--- src/rtl/bldc_commutator.sv ---
// bldc_commutator: three-phase BLDC commutation (open loop -> hall closed loop), low-side PWM, hall fault.
// Optional dead time at sector changes when BLDC_DEADTIME_EN is defined.
module bldc_commutator #(
  parameter int PWM_BITS        = 8,
  parameter int PRESCALE        = 2700,
  parameter int OPEN_LOOP_TICKS = 90,
  parameter int WINDOW_TICKS    = 1024,
  parameter int MIN_EDGES       = 2,
  parameter int DEAD_CYCLES     = 4
) (
  input  logic                clk,
  input  logic                rst,
  input  logic                enable,
  input  logic                dir,
  input  logic [PWM_BITS-1:0] duty,
  input  logic [2:0]          hall,
  output logic [2:0]          hin,
  output logic [2:0]          lin_n,
  output logic [2:0]          sector,
  output logic                closed_loop,
  output logic                hall_fault
);
  localparam int PW = $clog2(PRESCALE + 1);
  localparam int SW = $clog2(OPEN_LOOP_TICKS + 1);
  localparam int WW = $clog2(WINDOW_TICKS + 1);
  localparam logic [PW-1:0] PRESC_MAX = PW'(PRESCALE - 1);
  localparam logic [SW-1:0] STEP_MAX  = SW'(OPEN_LOOP_TICKS - 1);
  localparam logic [WW-1:0] WIN_MAX   = WW'(WINDOW_TICKS - 1);
  localparam logic [7:0]    MIN_E     = 8'(MIN_EDGES);
  // hall code -> sector, indexed by hall value 7..0
  localparam logic [7:0][2:0] FWD_TAB = {3'd0, 3'd1, 3'd3, 3'd2, 3'd5, 3'd0, 3'd4, 3'd0};
  localparam logic [7:0][2:0] REV_TAB = {3'd0, 3'd4, 3'd0, 3'd5, 3'd2, 3'd3, 3'd1, 3'd0};
  // phase masks {T,S,R} per sector 7..0
  localparam logic [7:0][2:0] HI_TAB  = {3'b000, 3'b000, 3'b100, 3'b100, 3'b010, 3'b010, 3'b001, 3'b001};
  localparam logic [7:0][2:0] LO_TAB  = {3'b000, 3'b000, 3'b010, 3'b001, 3'b001, 3'b100, 3'b100, 3'b010};

  typedef enum logic [1:0] {IDLE, OPEN_LOOP, CLOSED_LOOP, FAULT} state_t;

  state_t              state, state_d;
  logic [2:0]          sector_d, hall_m, hall_s, hall_prev, hall_sec, next_sec;
  logic                fault_d, hall_edge, hall_bad, win_run, tick, step_end, win_end, enough, drive, low_on, dead;
  logic [PW-1:0]       presc_cnt;
  logic [SW-1:0]       step_cnt;
  logic [WW-1:0]       win_cnt;
  logic [7:0]          edge_cnt;
  logic [PWM_BITS-1:0] pwm_cnt;

  always_ff @(posedge clk or posedge rst)
    if (rst) {hall_m, hall_s, hall_prev} <= '0;
    else {hall_m, hall_s, hall_prev} <= {hall, hall_m, hall_s};

  assign hall_edge   = hall_s != hall_prev;
  assign hall_bad    = hall_s == 3'd0 || hall_s == 3'd7;
  assign win_run     = enable && (state == OPEN_LOOP || state == CLOSED_LOOP);
  assign tick        = presc_cnt == PRESC_MAX;
  assign step_end    = tick && step_cnt == STEP_MAX;
  assign win_end     = win_run && tick && win_cnt == WIN_MAX;
  assign enough      = edge_cnt >= MIN_E;
  assign hall_sec    = dir ? REV_TAB[hall_s] : FWD_TAB[hall_s];
  assign next_sec    = dir ? (sector == 3'd0 ? 3'd5 : sector - 3'd1) : (sector == 3'd5 ? 3'd0 : sector + 3'd1);
  assign closed_loop = state == CLOSED_LOOP;

  always_comb begin
    state_d  = state;
    sector_d = sector;
    fault_d  = hall_fault;
    if (!enable) begin
      state_d = IDLE;
      fault_d = 1'b0;
    end else
      case (state)
        IDLE: state_d = OPEN_LOOP;
        OPEN_LOOP: begin
          sector_d = step_end ? next_sec : sector;
          state_d  = (win_end && enough) ? CLOSED_LOOP : OPEN_LOOP;
        end
        CLOSED_LOOP: begin
          sector_d = hall_bad ? sector : hall_sec;
          fault_d  = hall_fault | hall_bad;
          state_d  = hall_bad ? FAULT : (win_end && !enough) ? OPEN_LOOP : CLOSED_LOOP;
        end
        default: state_d = FAULT;
      endcase
  end

  always_ff @(posedge clk or posedge rst)
    if (rst) begin
      state      <= IDLE;
      sector     <= 3'd0;
      hall_fault <= 1'b0;
    end else begin
      state      <= state_d;
      sector     <= sector_d;
      hall_fault <= fault_d;
    end

  // an edge seen on the window-end cycle seeds the next window
  always_ff @(posedge clk or posedge rst)
    if (rst) begin
      presc_cnt <= '0;
      pwm_cnt   <= '0;
      step_cnt  <= '0;
      win_cnt   <= '0;
      edge_cnt  <= '0;
    end else begin
      presc_cnt <= tick ? '0 : presc_cnt + 1'b1;
      pwm_cnt   <= pwm_cnt + 1'b1;
      if (!enable || state != OPEN_LOOP) step_cnt <= '0;
      else if (tick) step_cnt <= step_end ? '0 : step_cnt + 1'b1;
      if (!win_run) begin
        win_cnt  <= '0;
        edge_cnt <= '0;
      end else begin
        if (tick) win_cnt <= win_end ? '0 : win_cnt + 1'b1;
        edge_cnt <= win_end ? {7'd0, hall_edge} : (hall_edge && edge_cnt != 8'hFF) ? edge_cnt + 8'd1 : edge_cnt;
      end
    end

`ifdef BLDC_DEADTIME_EN
  localparam int DW = DEAD_CYCLES > 0 ? $clog2(DEAD_CYCLES + 1) : 1;
  logic [DW-1:0] dead_cnt;
  always_ff @(posedge clk or posedge rst)
    if (rst) dead_cnt <= '0;
    else dead_cnt <= (sector_d != sector) ? DW'(DEAD_CYCLES) : (dead_cnt != '0 ? dead_cnt - 1'b1 : dead_cnt);
  assign dead = dead_cnt != '0;
`else
  logic unused_dead;
  assign unused_dead = DEAD_CYCLES == 0;
  assign dead        = 1'b0;
`endif

  assign drive  = enable && !dead && (state == OPEN_LOOP || (state == CLOSED_LOOP && !hall_bad));
  assign low_on = pwm_cnt < duty;

  always_ff @(posedge clk or posedge rst)
    if (rst) begin
      hin   <= 3'b000;
      lin_n <= 3'b111;
    end else begin
      hin   <= drive ? HI_TAB[sector] : 3'b000;
      lin_n <= ~((drive && low_on) ? LO_TAB[sector] : 3'b000);
    end
endmodule

--- config.mk ---
export PLATFORM = sky130hd
export DESIGN_NAME = bldc_commutator
export DESIGN_NICKNAME = d
export VERILOG_FILES = /design/src/rtl/bldc_commutator.sv
export SDC_FILE = /design/constraint.sdc
export NUM_CORES = 1
export LEC_CHECK = 0
export CAP_MARGIN = 20
export CORE_MARGIN = 2
export CORE_UTILIZATION = 25
export CTS_CLUSTER_SIZE = 25
export DETAILED_ROUTE_END_ITERATION = 16
export PLACE_DENSITY = 0.43
export SYNTH_ARGS = -nofsm -noshare
export SYNTH_HDL_FRONTEND = slang
export SYNTH_SLANG_ARGS = --single-unit
export TNS_END_PERCENT = 5
--- constraint.sdc ---
create_clock -name clk -period 3.1 [get_ports clk]
set_clock_uncertainty 0.2 [all_clocks]
set_input_delay 0.465 -clock clk [delete_from_list [all_inputs] [get_ports clk]]
set_output_delay 0.465 -clock clk [all_outputs]
set_load 0.01 [all_outputs]
# == After elaboration in Yosys (flattened, before gate mapping) ==
# Memory sizes are Yosys's and may differ from the RTL's.
# Index checks and enable logic that the tools add are counted.
# Widths: inputs -> output; s select.
# totals
register_bits,67
rom_bits,96
inputBits,15
out_inout_bits,11
n_memories,4
# classes
add_sub_neg,7
magnitude_cmp,4
eq_ne,15
n_mux,30
n_bitwise,2
reduce_logical,23
# mem_list
name,depth,word_bits,rd,rd_clocked_by_memory_dff,wr,line,source
(name not given),8,3,1,0,0,141,lin_n <= ~((drive && low_on) ? LO_TAB[sector] : 3'b000);
(name not given),8,3,1,0,0,140,hin <= drive ? HI_TAB[sector] : 3'b000;
(name not given),8,3,1,0,0,59,assign hall_sec = dir ? REV_TAB[hall_s] : FWD_TAB[hall_s];
(name not given),8,3,1,0,0,59,
# ops
op,count
$mux 3,12
$mux 11,3
$mux 8,3
$mux 7,3
$add 8x1->8 const B,2
$add 12x1->12 const B,1
$eq 12x12->1 const B,1
$mux 12,1
$add 11x1->11 const B,1
$eq 11x10->1 const B,1
$logic_and 1x1->1,10
$ge 8x2->1 const B,1
$lt 3x4->1 const B,2
$lt 8x8->1,1
$mux 2,4
$ne 8x8->1 const B,1
$add 7x1->7 const B,1
$eq 7x7->1 const B,1
$eq 3x3->1 const B,2
$logic_not 3->1,2
$ne 2x1->1 const B,3
$pmux 2 s3,1
$pmux 3 s2,1
$logic_or 1x1->1,4
14 further kinds,19

# == Depth between registers and ports, before layout ==
# Gate-level depths: netlist (run 1).
# depth
ltp_word,10
ltp_mapped,7
depth_no_buf,7

# == Least setup slack after synthesis (run 1) ==
# OpenSTA, ideal clock, no wires.
# synth_path
path_kind,register to register
startpoint,reg step_cnt[2]
endpoint,reg sector[2]
arrival_time_ns,1.931
setup_slack_ns,0.842
stages_incl_launch_ff,6
n_path_buf,2
period_less_slack_ns,2.258
path_cell_list,dfrtp_1 clkbuf_1 or4_1 buf_2 a2111o_1 mux2_1
# synth_between
elab_chain_len,4
# synth_lines
item,line,source
from (decl),43,logic [SW-1:0] step_cnt;
from (signal assigned),109,else if (tick) step_cnt <= step_end ? '0 : step_cnt + 1'b1;
$eq 7x7->1,56,assign step_end = tick && step_cnt == STEP_MAX;
$logic_and 1x1->1,56,
$ne 2x2->1 (no source line),n/a,
$reduce_and 4->1 (no source line),n/a,
to (signal assigned),93,sector <= sector_d;
to (decl),19,"output logic [2:0] sector,"
# Every way passes these cells.
# A chain may end at the register's enable or synchronous reset.

# == Final worst setup path (run 1) ==
# layout_path
startpoint,reg step_cnt[1]
endpoint,reg sector[2]
# Same word-level chain as after synthesis.

==> flow_summary.toml, run 1 <==
[grt]
grt_usage_pct = 11.2
grt_max_degree = 37
antenna_found_initial = 0
first_global_vias = 2843
grt_overflow = 0
grt_pass1_wl_um = 14000

[power_and_ir_drop]
combPwrFrac_pct = 15.1
p_leak_nw = 1.82
swShare_pct = 26.2
p_per_area_nw_per_um2 = 548
seqPwrFrac_pct = 39.9
clock_power_share_pct = 44.9
internal_power_mw = 1.80
p_sw_mw = 0.638
vdd_drop_max_mv = 0.263

[worst_setup_path]
required_ps = 3120
worstSetupStartpointType = "register"
slowest_stage = "or4_1"
worst-setup-path-type = "reg2reg"
crit_chain = "inv_1, ha_1, nand2_1, or4_1, a2111o_1, mux2_1"
critPathCaptureType = "register"
crit_fanout = 7
cpPeakStageDelay_ps = 560
worstPathArrival_ps = 2420

[placed_design]
place.gp.congestion = 0.788
io_buffers = 25
place_hpwl_um = 5840
place_ws_ps = 642

[layout]
drive_above_1_share_pct = 8.79
fillerInstances = 1478
final_core_util_pct = 30.9
n_antenna_cell = 0
nNetsFinal = 432
areaGrowthSynthToFinish_pct = 22.6
seqCellArea_um2 = 1680
multi_input_area_um2 = 1810

[drt]
final_antenna_net_count = 0
drc_errors = 0
num_vias = 2813
totalWireLength_um = 8100
wl_per_cell_um = 13.9
first_pass_iters = 4
vias_per_cell = 4.83
detail_route.iter0.violations = 147

[sta]
fin_crit_sh_pct = 77.4
setup_violations = 0
worst_pin_slew_ps = 752
relSlewSlack_pct = 49.8
whs_ps = 146
fin_ws_ps = 700
fmax_ghz = 0.417
rsz0062_at_grt = "false"
layout_min_cycle_time_ps = 2400
drv_slew = 0
hold_viol = 0
tns_ps = 0

[logic_synthesis]
synth_edf_count = 0
syn_nets = 399
synth.cell_area_um2 = 3630
syn_inst = 360
async_flop_share_pct = 100
synth-seq-cells = 67
yosys_warnings = 0
seq_area_frac_synth_pct = 46.3
synth_ff_type = "dfrtp_1"
yosysUniqueCellTypes = 56
synth.avg_cell_area_um2 = 10.1

[cts]
ctsHoldBuffers = 0
cts_tree = "yes"
clkTransAtPathRegs_ps = 60
post_cts_buffers = 0
cts_made_buffers = 9
h-tree-depth = 3
cts_root_buffer = "clkbuf_16"
cts_resized = 0
cts.sinks = 67
clock_latency_ps = 340
cts_buffer_depth = 2

[floorplanning]
io_pins = 26
die_w_um = 124
die_area_um2 = 15500
die_h_um = 124
start_util_pct = 25.2
rows = 44
coreArea_um2 = 14400

[outcome]
status = "finished clean"

[job]
drv_cap = 0

[hold_path]
min_path_type = "reg2reg"
## layout make-up
type | instances | share of cell area [%]
Tap cell | 184 | 5.18
Multi-Input combinational cell | 257 | 40.7
Inverter | 24 | 2.03
Timing Repair Buffer | 34 | 7.15
Clock inverter | 7 | 2.08
Clock buffer | 9 | 5.06
Sequential cell | 67 | 37.8
## final timing paths
kind,to,cells after the start,startpoint,slack (ps)
max in group asynchronous,presc_cnt[1],3,rst,1650
worst min-delay path,hall_s[1],0,hall_m[1],150
min in group asynchronous,hall_m[1],2,rst,380
worst max-delay path,sector[2],6,step_cnt[1],700
worst min register to register,hall_s[1],0,hall_m[1],150
worst max register to register,sector[2],6,step_cnt[1],700
## stage by stage
step           cells  instance area [um2]  power (mW)
2_1_floorplan    360                 3630        1.19
5_1_grt          582                 4450        2.56
3_5_place_dp     566                 4130        1.36
6_report         582                 4450        2.44
4_1_cts          582                 4450        2.47
3_3_place_gp     566                 4130        1.35
## per-layer routing
metal	track usage, %	share of wire [%]	up-vias
li1	-	-	1386
met1	14.2	48	1381
met2	17.6	47	36
met3	3.52	3.3	10
met4	4.49	1.5	0
met5	0	0	-
## cells in the mapped netlist (all sizes together) (2+ instances only)
cell / count / area [um2]
dfrtp: 64 / 1600
a21oi: 24 / 120
ha: 24 / 300
inv: 24 / 90.1
nand2: 23 / 88.8
nor2: 21 / 78.8
nand3: 20 / 100
nand4: 11 / 68.8
xnor2: 11 / 96.3
clkbuf: 10 / 37.5
or4: 10 / 75.1
xor2: 10 / 87.6
mux2i: 8 / 80.1
o21ai: 8 / 40.0
o31ai: 7 / 52.6
or3: 7 / 43.8
a211oi: 6 / 45.0
and4: 6 / 52.6
nor3: 6 / 35.0
nor4: 6 / 37.5
nand2b: 4 / 25.0
o2111ai: 4 / 35.0
a31oi: 3 / 18.8
and2: 3 / 18.8
and3: 3 / 18.8
dfstp: 3 / 78.8
nand3b: 3 / 22.5
a311oi: 2 / 17.5
a41oi: 2 / 17.5
buf: 2 / 8.75
nand4bb: 2 / 22.5
nor2b: 2 / 12.5
nor3b: 2 / 15.0
nor4bb: 2 / 20.0
o21a: 2 / 15.0
## worst max-delay path: cells and delay by family, from the launching register on
kind | cells | cell delay [ps]
flip-flops | 1 | 420
adder cells (fa/ha/maj) | 1 | 130
multiplexers | 1 | 330
AND/OR/NAND/NOR | 2 | 600
AO/OA/AOI/OAI | 1 | 530
buffers and inverters | 1 | 70
## flip-flops by register name (all words and copies together) (netlist names), 7 cells and up
register	flops
win_cnt	11
step_cnt	7
pwm_cnt	8
edge_cnt	8
presc_cnt	12
## power groups by stage
stage	clock, mW	sequential, mW	combinational (mW)
detailed placement	0	0.989	0.370
finish	1.10	0.973	0.369
floorplan	0	0.973	0.221
global route	1.17	0.983	0.409
global placement	0	0.988	0.366
CTS	1.13	0.974	0.372
## placed cells by master (no fill, tap or decap), types with 3 or more instances in the layout
cell type | synthesis | layout
dfrtp_1 | 64 | 64
clkdlybuf4s50_1 | 0 | 25
a21oi_1 | 24 | 24
ha_1 | 24 | 24
nand2_1 | 22 | 22
inv_1 | 23 | 22
nor2_1 | 21 | 21
nand3_1 | 20 | 20
nand4_1 | 11 | 11
xnor2_1 | 11 | 11
xor2_1 | 10 | 10
or4_1 | 10 | 10
clkbuf_16 | 0 | 9
buf_4 | 0 | 9
mux2i_1 | 8 | 8
or3_1 | 7 | 7
o21ai_0 | 7 | 7
o31ai_1 | 7 | 7
and4_1 | 6 | 6
nor4_1 | 6 | 6
a211oi_1 | 6 | 6
nor3_1 | 5 | 5
nand2b_1 | 4 | 4
o2111ai_1 | 4 | 4
a31oi_1 | 3 | 3
and3_1 | 3 | 3
nand3b_1 | 3 | 3
clkinvlp_4 | 0 | 3
dfstp_2 | 3 | 3
## kinds of logic after synthesis
family                     share of synthesized area (%)
muxes                                               3.14
buffers and inverters                               3.76
DFF                                                 46.3
AOI/OAI and AO/OA                                   12.5
and+or+nand+nor                                     20.9
xor gates and xnor gates                            5.07
adders and majority gates                           8.28
No activity file was read; power rests on OpenSTA's default activity.
==> inputs of run 2 (changes only) <==
PLACE_DENSITY = 0.44   (was 0.43)
clock period = 2.1 ns   (was 3.1 ns; I/O delays follow)
==> flow_summary.toml, run 2 (synthesis results as in run 1) <==
[grt]
antenna_found_initial = 0
grt_usage_pct = 11.5
grt_overflow = 0
grt_max_degree = 34
grt_pass1_wl_um = 14300
first_global_vias = 2985

[layout]
largest_register_ffs = 12
final_core_util_pct = 34.2
fillerInstances = 1459
n_antenna_cell = 0
areaGrowthSynthToFinish_pct = 35.5
layout_commonest_cell = "dfrtp_1"
stdcell_area_um2 = 4920
nNetsFinal = 478
regMostFlops = "presc_cnt"
drive_above_1_share_pct = 21.6
reg_top3 = "presc_cnt (12), win_cnt (11)"
mostFrequentLayoutCells = "dfrtp_1 (63), buf_4 (48), a21oi_1 (24), clkdlybuf4s50_1 (24)"

[cts]
cts.sinks = 67
cts_buffer_depth = 2
cts_root_buffer = "clkbuf_16"
cts_tree = "yes"
clkTransAtPathRegs_ps = 60
cts_made_buffers = 9
h-tree-depth = 3
clock_latency_ps = 340

[worst_setup_path]
crit_chain = "or3b_1, o31a_1, a2111o_1, mux2_4"
crit_buf_inv = 0
worst-setup-path-type = "reg2reg"
crit_fanout = 2
required_ps = 2120
rr_endpoint = "sector[2]"
cpPeakStageDelay_ps = 430
reg2reg_depth = 4
worstSetupStartpointType = "register"
reg2reg_from = "presc_cnt[8]"
critPathTopFamily = "compound AO/OA/AOI/OAI gates"
rrSetupSlack_ps = 1
worstPathArrival_ps = 2120
critPathCaptureType = "register"
slowest_stage = "a2111o_1"

[sta]
rsz0062_at_grt = "true"
relSlewSlack_pct = 68.7
fin_crit_sh_pct = 99.9
worst_pin_slew_ps = 465
setup_violations = 0
hold_viol = 0
drv_slew = 0
fmax_ghz = 0.476
whs_ps = 143
layout_min_cycle_time_ps = 2100

[job]
drv_cap = 0

[drt]
vias_per_cell = 4.72
detail_route.iter0.violations = 126
num_vias = 2964
totalWireLength_um = 8420
first_pass_iters = 4
drc_errors = 0
final_antenna_net_count = 0
wl_per_cell_um = 13.4

[outcome]
status = "finished clean"

[floorplanning]
io_pins = 26
rows = 44
die_h_um = 124
die_area_um2 = 15500
die_w_um = 124
start_util_pct = 25.2
coreArea_um2 = 14400

[power_and_ir_drop]
p_per_area_nw_per_um2 = 716
total_power_mw = 3.52
p_leak_nw = 2.08
vdd_drop_max_mv = 0.367

[placed_design]
io_buffers = 25
dpl_cell_area_um2 = 4480
place_hpwl_um = 6120
place.gp.congestion = 0.740

[hold_path]
min_path_type = "in2async"
-- run 2: cell count changes in the layout (fill, tap and decap cells not counted), moves of 2 or more --
cell and change:
buf_12 +2, buf_4 +39, buf_6 +4, ha_1 -3, ha_2 +2, nor4bb_1 -2, nor4bb_4 +2, or4_1 -2
or4_4 +2
-- run 2: worst max path at each step --
stage | start | to | slack, ps | cells after the start
finish | presc_cnt[8] | sector[2] | 1 | 4
detailed placement | presc_cnt[0] | win_cnt[3] | -100 | 7
CTS | presc_cnt[0] | sector[2] | -7 | 6
global route | win_cnt[0] | edge_cnt[0] | -80 | 5
floorplan | step_cnt[1] | sector[2] | -100 | 7
global placement | presc_cnt[0] | edge_cnt[7] | -80 | 9
-- run 2: where the power goes --
part,internal [mW],leakage (nW),switching (mW)
Clock,0.913,0.141,0.575
Combinational,0.319,1.08,0.299
Sequential,1.35,0.865,0.0598
Total,2.58,2.08,0.934
-- run 2: stage by stage --
step | setup WS (ps) | instances | setup TNS [ps]
2_1_floorplan | -99.5 | 360 | -776
3_3_place_gp | -82.6 | 609 | -991
3_5_place_dp | -96.2 | 609 | -1170
4_1_cts | -6.67 | 626 | -7.68
5_1_grt | -78.8 | 628 | -365
6_report | 1.32 | 628 | 0
-- run 2: what timing repair did --
item,in CTS,in global routing
pin swaps,3,9
gates cloned,1,0
endpoints found under the setup margin,21,24
setup buffers,1,2
hold endpoints to repair,0,0
hold buffers,0,0
resized for setup,14,10
-- run 2: metal layers --
| layer | track usage [%] | part of all wire (%) | up-vias |
|---|---|---|---|
| met1 | 14.8 | 49 | 1418 |
| li1 | - | - | 1490 |
| met5 | 0 | 0 | - |
| met2 | 17.8 | 46 | 41 |
| met3 | 3.87 | 3.6 | 15 |
| met4 | 4.23 | 2.1 | 0 |
-- run 2: area by class of cell --
| cell class | count | area, um2 | share of cell area [%] |
|---|---|---|---|
| multi-input cells | 257 | 1920 | 39.0 |
| flip-flops and latches | 67 | 1680 | 34.2 |
| repair buffers | 80 | 699 | 14.2 |
| well taps | 184 | 230 | 4.68 |
| clock buffers | 9 | 225 | 4.58 |
| inverters | 24 | 93.8 | 1.91 |
| clock inverters | 7 | 68.8 | 1.40 |
